[src/rtl/seg_led_ascii_mux.sv]
// Multiplexed ASCII seven-segment driver: double-buffered digit data, slot-based
// scan with 16-level PWM brightness and per-digit blink, registered outputs.
module seg_led_ascii_mux #(
  parameter int DIGITS       = 6,
  parameter int DIV          = 16,
  parameter int SLOT_TICKS   = 1024,
  parameter int BLINK_FRAMES = 128
) (
  input  logic                sys_clk,
  input  logic                sys_rst_n,
  input  logic                en,
  input  logic [8*DIGITS-1:0] chars,
  input  logic [DIGITS-1:0]   dp,
  input  logic [DIGITS-1:0]   blink,
  input  logic [3:0]          brightness,
  input  logic                load,
  output logic                busy,
  output logic                frame_start,
  output logic [DIGITS-1:0]   seg_sel,
  output logic [7:0]          seg_led
);
  localparam int PW = $clog2(DIV);
  localparam int SW = $clog2(SLOT_TICKS);
  localparam int DW = (DIGITS > 1) ? $clog2(DIGITS) : 1;
  localparam int FW = (BLINK_FRAMES > 1) ? $clog2(BLINK_FRAMES) : 1;
  localparam logic [PW-1:0] PRESC_LAST = PW'(DIV - 1);
  localparam logic [PW-1:0] PRESC_PRE  = PW'(DIV - 2);
  localparam logic [SW-1:0] SLOT_LAST  = SW'(SLOT_TICKS - 1);
  localparam logic [DW-1:0] DIGIT_LAST = DW'(DIGITS - 1);
  localparam logic [FW-1:0] FRAME_LAST = FW'(BLINK_FRAMES - 1);

  logic [PW-1:0]       presc_q, presc_d;
  logic [SW-1:0]       slot_q, slot_d;
  logic [DW-1:0]       digit_q, digit_d;
  logic [FW-1:0]       fcnt_q, fcnt_d;
  logic                first_q, first_d;
  logic                phase_q, phase_d;
  logic                busy_q, busy_d;
  logic                frame_start_q, frame_start_d;
  logic [8*DIGITS-1:0] pend_chars_q, pend_chars_d, disp_chars_q, disp_chars_d;
  logic [DIGITS-1:0]   pend_dp_q, pend_dp_d, disp_dp_q, disp_dp_d;
  logic [DIGITS-1:0]   pend_blink_q, pend_blink_d, disp_blink_q, disp_blink_d;
  logic [DIGITS-1:0]   seg_sel_q, seg_sel_d;
  logic [7:0]          seg_led_q, seg_led_d;

  logic       tick, frame_end, boundary, lit;
  logic [7:0] cur_char, cur_font;
  logic       cur_dp, cur_blink;

  function automatic logic [7:0] ascii_font(input logic [7:0] c);
    logic [7:0] f;
    case (c)
      8'h30: f = 8'hC0;
      8'h31: f = 8'hF9;
      8'h32: f = 8'hA4;
      8'h33: f = 8'hB0;
      8'h34: f = 8'h99;
      8'h35: f = 8'h92;
      8'h36: f = 8'h82;
      8'h37: f = 8'hF8;
      8'h38: f = 8'h80;
      8'h39: f = 8'h90;
      8'h41, 8'h61: f = 8'h88;
      8'h42, 8'h62: f = 8'h83;
      8'h43, 8'h63: f = 8'hC6;
      8'h44, 8'h64: f = 8'hA1;
      8'h45, 8'h65: f = 8'h86;
      8'h46, 8'h66: f = 8'h8E;
      8'h2D: f = 8'hBF;
      8'h5F: f = 8'hF7;
      8'h00, 8'h20: f = 8'hFF;
      default: f = 8'hB6;
    endcase
    return f;
  endfunction

  always_comb begin
    presc_d       = presc_q;
    slot_d        = slot_q;
    digit_d       = digit_q;
    fcnt_d        = fcnt_q;
    first_d       = first_q;
    phase_d       = phase_q;
    busy_d        = busy_q;
    pend_chars_d  = pend_chars_q;
    pend_dp_d     = pend_dp_q;
    pend_blink_d  = pend_blink_q;
    disp_chars_d  = disp_chars_q;
    disp_dp_d     = disp_dp_q;
    disp_blink_d  = disp_blink_q;
    cur_char      = 8'h00;
    cur_dp        = 1'b0;
    cur_blink     = 1'b0;

    tick      = (presc_q == PRESC_LAST);
    frame_end = (slot_q == SLOT_LAST) && (digit_q == DIGIT_LAST);
    boundary  = tick && (first_q || frame_end);
    // Counters only move on ticks, so the boundary can be predicted one cycle early.
    frame_start_d = (presc_q == PRESC_PRE) && (first_q || frame_end);

    presc_d = tick ? '0 : presc_q + PW'(1);
    if (tick) begin
      slot_d  = slot_q + SW'(1);
      first_d = 1'b0;
      if (slot_q == SLOT_LAST)
        digit_d = (digit_q == DIGIT_LAST) ? '0 : digit_q + DW'(1);
    end

    if (boundary) begin
      disp_chars_d = pend_chars_q;
      disp_dp_d    = pend_dp_q;
      disp_blink_d = pend_blink_q;
      if (fcnt_q == FRAME_LAST) begin
        fcnt_d  = '0;
        phase_d = ~phase_q;
      end else begin
        fcnt_d = fcnt_q + FW'(1);
      end
    end

    // A load in the boundary cycle lands in pending only and keeps busy set.
    if (load) begin
      pend_chars_d = chars;
      pend_dp_d    = dp;
      pend_blink_d = blink;
    end
    busy_d = load ? 1'b1 : (boundary ? 1'b0 : busy_q);

    for (int i = 0; i < DIGITS; i++) begin
      if (digit_q == DW'(i)) begin
        cur_char  = disp_chars_q[8*i +: 8];
        cur_dp    = disp_dp_q[i];
        cur_blink = disp_blink_q[i];
      end
    end
    cur_font = ascii_font(cur_char);
    lit = en && (slot_q[SW-1 -: 4] <= brightness) && !(cur_blink && phase_q);

    for (int i = 0; i < DIGITS; i++)
      seg_sel_d[i] = !(lit && (digit_q == DW'(i)));
    seg_led_d = lit ? {cur_font[7] & ~cur_dp, cur_font[6:0]} : 8'hFF;
  end

  always_ff @(posedge sys_clk) begin
    if (!sys_rst_n) begin
      presc_q       <= '0;
      slot_q        <= '0;
      digit_q       <= '0;
      fcnt_q        <= '0;
      first_q       <= 1'b1;
      phase_q       <= 1'b0;
      busy_q        <= 1'b0;
      frame_start_q <= 1'b0;
      pend_chars_q  <= '0;
      pend_dp_q     <= '0;
      pend_blink_q  <= '0;
      disp_chars_q  <= '0;
      disp_dp_q     <= '0;
      disp_blink_q  <= '0;
      seg_sel_q     <= '1;
      seg_led_q     <= 8'hFF;
    end else begin
      presc_q       <= presc_d;
      slot_q        <= slot_d;
      digit_q       <= digit_d;
      fcnt_q        <= fcnt_d;
      first_q       <= first_d;
      phase_q       <= phase_d;
      busy_q        <= busy_d;
      frame_start_q <= frame_start_d;
      pend_chars_q  <= pend_chars_d;
      pend_dp_q     <= pend_dp_d;
      pend_blink_q  <= pend_blink_d;
      disp_chars_q  <= disp_chars_d;
      disp_dp_q     <= disp_dp_d;
      disp_blink_q  <= disp_blink_d;
      seg_sel_q     <= seg_sel_d;
      seg_led_q     <= seg_led_d;
    end
  end

  assign busy        = busy_q;
  assign frame_start = frame_start_q;
  assign seg_sel     = seg_sel_q;
  assign seg_led     = seg_led_q;
endmodule

[config.mk]
export PLATFORM = sky130hd
export DESIGN_NAME = seg_led_ascii_mux
export DESIGN_NICKNAME = d
export VERILOG_FILES = /design/src/rtl/seg_led_ascii_mux.sv
export SDC_FILE = /design/constraint.sdc
export NUM_CORES = 1
export LEC_CHECK = 0
export BUFFER_PORTS_ARGS = -buffer_cell sky130_fd_sc_hd__buf_2
export CAP_MARGIN = 20
export CORE_UTILIZATION = 60
export DETAILED_ROUTE_END_ITERATION = 8
export MAX_ROUTING_LAYER = met4
export PLACE_DENSITY = 0.81
export SETUP_SLACK_MARGIN = 0.1
export SLEW_MARGIN = 10
export SYNTH_ARGS = -nofsm -noshare
export SYNTH_HDL_FRONTEND = slang
export SYNTH_SLANG_ARGS = --single-unit
[constraint.sdc]
create_clock -name sys_clk -period 5.3 [get_ports sys_clk]
set_input_delay 1.06 -clock sys_clk [delete_from_list [all_inputs] [get_ports sys_clk]]
set_output_delay 1.06 -clock sys_clk [all_outputs]
set_load 0.02 [all_outputs]
# Word-level counts from Yosys, hierarchy flattened
# Memories as Yosys holds them, arrays and structs flattened.
# Cells that the tools add are included.
word_totals:
  regBits: 162
  latchBits: 0
  ramBits: 0
  romBits: 896
  input_bits: 68
  output_inout_bits: 16
  elab_cells: 87
  mem_count: 1
classes:
  addsub: 4
  mul: 0
  div_mod_pow: 0
  magnitude_cmp: 1
  eq_ne: 9
  shifts: 0
  n_mux: 23
  n_bitwise: 5
  reduce_logical: 27
memory_table:
  columns: ["name", "depth", "width", "read_ports", "rd_ports_with_merged_regs", "write_ports", "line", "text"]
  rows:
  - ["(no name shown)", 128, 7, 1, 0, 0, "52", "case (c)"]
ops:
  columns: ["cell", "count"]
  rows:
  - ["8-bit 2-to-1 mux", 7]
  - ["1-bit 2-to-1 mux", 14]
  - ["1-bit logical AND", 12]
  - ["10-bit by 1-bit adder with 10-bit output, second input constant", 1]
  - ["10-bit == test, second input constant", 1]
  - ["4-bit == test, second input constant", 2]
  - ["7-bit by 1-bit adder with 7-bit output, second input constant", 1]
  - ["7-bit == test, second input constant", 1]
  - ["1-bit logical NOT", 7]
  - ["7-bit 2-to-1 mux", 1]
  - ["3-bit by 2-bit == test with 1-bit output, second input constant", 2]
  - ["3-bit == test, second input constant", 2]
  - ["2-bit AND reduction", 3]
  - ["4-bit by 1-bit adder with 4-bit output, second input constant", 1]
  - ["4-bit less-or-equal comparator", 1]
  - ["1-bit NOT", 4]
  - ["3-bit by 1-bit adder with 3-bit output, second input constant", 1]
  - ["3-bit by 1-bit == test with 1-bit output, second input constant", 1]
  - ["3-bit logical NOT", 1]
  - ["3-bit 2-to-1 mux", 1]
  - ["3-bit OR reduction", 1]
  - ["2-bit nonzero test", 1]
  - ["2-bit OR reduction", 1]
  - ["1-bit AND", 1]
  - ["1-bit logical OR", 1]

# Logic depth before layout (Yosys ltp)
logic_depth:
  ltp_word: 12
  depth_mapped: 16
  ltp_nobuf: 11

# Least setup slack after synthesis
# Ideal clock, no wire load.
synth_timing:
  path_kind: "register to register"
  from: "reg digit_q[0]"
  to: "reg seg_led_q[3] (netlist: seg_led[3])"
  setup_ps: 130
  arrival_ps: 3091
  required_ps: 5170
  path_slack_ps: 2079
  stages_incl_launch_ff: 16
  n_path_buf: 5
  synth_period_minus_slack_ps: 3221
  cell_sequence: "dfxtp_1 > buf_6 > buf_2 > buf_2 > and2_1 > ha_1 > clkbuf_1 > clkbuf_1 > nand2b_1 > a31oi_1 > inv_1 > ha_1 > nand2_1 > a21oi_2 > a2111oi_0 > o31ai_1"
synth_via:
  elab_chain_len: 11
  word_cells_on_any_way: 24
  classes_between: "eq/ne (5); mux (13); reduce/logical (5); memory (1)"
synth_lines:
  columns: ["element", "line", "text"]
  rows:
  - ["start, declared", "34", "logic [DW-1:0] digit_q, digit_d;"]
  - ["start signal, assigned", "165", "digit_q <= digit_d;"]
  - ["parallel branches: the longest is 11 deep, another holds memory 128 x 7 bit", null, null]
  - ["end signal, assigned", "178", "seg_led_q <= seg_led_d;"]
  - ["end, declared", "44", "logic [7:0] seg_led_q, seg_led_d;"]
# Parallel ways; which one is timed is not known.
# A chain may end at the register's enable or synchronous reset.

# Worst setup path in the final report
layout_timing:
  from: "reg digit_q[1]"
  to: "reg seg_led_q[3] (netlist: seg_led[3])"
# Same word-level chain as after synthesis.

==> impl_metrics.toml <==
[status]
status = "complete, but fails checks"
violations = "design-rule violations"

[clock_network]
clock_path_buffers = 2
post-cts-setup-buffers = 0
cts_tree = "yes"
numCtsBuffers = 17
htree_levels = 4
numClockSinks = 162
clk_pin_slew_ps = 60
cts_resized = 0
clk_latency_ps = 430
clk_root_buffer_cell = "clkbuf_16"
cts-hold-fix-buffers = 0

[global_routing]
grt_pass1_vias = 5364
antenna_found_initial = 0
grt_usage_pct = 27.0
grt_max_degree = 146
grt_pass1_wl_um = 25800
grt_overflow = 0

[yosys]
syn_area_per_cell_sq_um = 9.12
syn_nets = 868
synth-seq-cells = 162
ys_seq_area_share_pct = 45.3
yosysWarningCount = 0
syn_inst = 785
synth_cell_type_count = 55
syn_area_sq_um = 7160
ys.flop_type = "dfxtp_1"
synthArstFlopShare_pct = 0
synth-edff-count = 0

[worst_hold_path]
hold_class = "flip-flop to flip-flop"
min_delay_worst_endpoint = "disp_chars_q[25]"
min_path_cells = 2
hp-start = "pend_chars_q[25]"

[routing]
ant_nets = 0
dr.pass1.iters = 7
drt-total-wl_um = 15400
drc = 11
viasPerCell = 5.58
dr.first_iter.drc_count = 336
vias = 5570
wl_per_cell_um = 15.5

[timing]
setup_viol = 0
timing.final.ws_setup_ps = 1680
drv_slew = 0
hold_viol = 0
fin_tns_setup_ps = 0
fmax_mhz = 276
worstMarginPinSlew_ps = 1020
period_share_pct = 68.3
finClkSkew_ps = 7.49
rsz0062_at_grt = "false"
whs_ps = 461
max_slew_margin_pct = 32.0
post-route-min-period_ps = 3620

[placed_design]
post-place-cells = 964
gp_congestion = 0.862
port_buffers = 83
post_dp_cell_area_sq_um = 7570
place.detailed.hpwl_um = 10400
pre_cts_ws_ps = 1750

[setup_path]
r2r_setup_slack_ps = 1680
critPathKind = "flip-flop to flip-flop"
crit_fanout = 21
timing.critical_path.from = "digit_q[1]"
cpMaxStageDelayCell = "dfxtp_1"
cp.required_ps = 5590
cpPeakStageDelay_ps = 820
cp.arrival_ps = 3910
r2r_end = "seg_led[3]"
rr_worst_depth = 10
startpoint_type = "flip-flop"
cp-end-kind = "flip-flop"
r2r-start = "digit_q[1]"
crit_chain = "and2_1 -> ha_1 -> a221oi_1 -> o31ai_1 -> inv_1 -> ha_1 -> nand2_1 -> a21oi_2 -> a2111oi_0 -> o31ai_1"

[layout]
n_antenna_cell = 0
layout_commonest_cell = "dfxtp_1"
n_fill_cell = 872
area_growth_pct = 14.9
utilization_pct = 71.4
fin_cells = 998
layout_common_cells = "dfxtp_1 (162), nand2_1 (152), buf_2 (82)"
fin_area_sq_um = 8220
drive_gt1_share_pct = 16.1
nets = 925

[power]
powerDensity_nw_per_um2 = 318
max-vdd-ir-drop_v = 0.000235
cellLeakagePower_nw = 3.23
total_power_mw = 2.62

[die]
start_util_pct = 62.1
die_area_sq_um = 12400
core_area_sq_um = 11500
die_y_um = 111
die_x_um = 111
rows = 39
io_pins = 84

[job]
cap_viol_max_count = 0
-- worst max-delay path by stage --
stage / slack, ps / to / cells past startpoint
3_5_place_dp: 1750 / seg_led[3] / 10
4_1_cts: 1740 / seg_led[3] / 10
3_3_place_gp: 1940 / seg_led[3] / 10
2_1_floorplan: 2080 / seg_led[3] / 15
6_report: 1680 / seg_led[3] / 10
5_1_grt: 1350 / seg_led[3] / 10
-- cells by family after synthesis --
| family | count (synthesis) | synth area share, % |
|---|---|---|
| adder cells (fa/ha/maj) | 15 | 2.62 |
| buffers and inverters | 66 | 3.88 |
| AND/OR/NAND/NOR | 309 | 20.9 |
| flip-flops | 162 | 45.3 |
| multiplexers | 79 | 11.3 |
| AO/OA/AOI/OAI | 141 | 14.4 |
| XOR/XNOR | 13 | 1.59 |
-- layout make-up --
type / instances / area (sq um) / area share [%]
Tap cell: 143 / 179 / 2.18
Multi-Input combinational cell: 557 / 3640 / 44.3
Inverter: 15 / 56.3 / 0.685
Sequential cell: 162 / 3240 / 39.4
Clock buffer: 25 / 505 / 6.15
Clock inverter: 7 / 96.3 / 1.17
Timing Repair Buffer: 89 / 503 / 6.12
-- report_power, final --
part           switching, mW  internal [mW]
clock                  0.471          0.758
combinational         0.0556         0.0671
sequential            0.0189           1.25
-- synth_stat cells (all sizes together), types with 5 or more instances --
master	instances	area [sq um]
nor2b	65	407
dfxtp	162	3240
nand3	18	90.1
nand4	10	62.6
a21boi	68	510
clkbuf	26	97.6
or3	6	37.5
inv	14	52.6
and2	19	119
nand2	153	574
buf	25	124
mux2	11	131
o31ai	5	42.5
a21oi	16	83.8
xnor2	10	87.6
o21ai	21	105
ha	15	188
nor2	20	75.1
mux2i	68	681
-- registers in the layout, indices dropped and copies added, names as in the netlist --
name / flops
pend_dp_q: 6
first_q: 1
presc_q: 4
disp_chars_q: 48
pend_chars_q: 48
seg_sel: 6
frame_start: 1
seg_led: 8
busy: 1
digit_q: 3
phase_q: 1
fcnt_q: 7
disp_blink_q: 6
disp_dp_q: 6
pend_blink_q: 6
slot_q: 10
-- routing by layer --
metal | GRT usage (%) | wire [um] | vias to the layer above
li1 | - | - | 2787
met1 | 33.5 | 7150 | 2616
met2 | 43.3 | 7310 | 135
met3 | 6.72 | 651 | 32
met4 | 8.47 | 310 | 0
met5 | - | 0 | -
-- worst max-delay path, delay by kind of cell (launching register included) --
kind	cells	cell delay, ps
AOI/OAI and AO/OA	5	1350
and+or+nand+nor	2	360
adders and majority gates	2	820
buffers and inverters	1	140
DFF	1	820
Note: power is estimated with default switching activity, not from simulation.
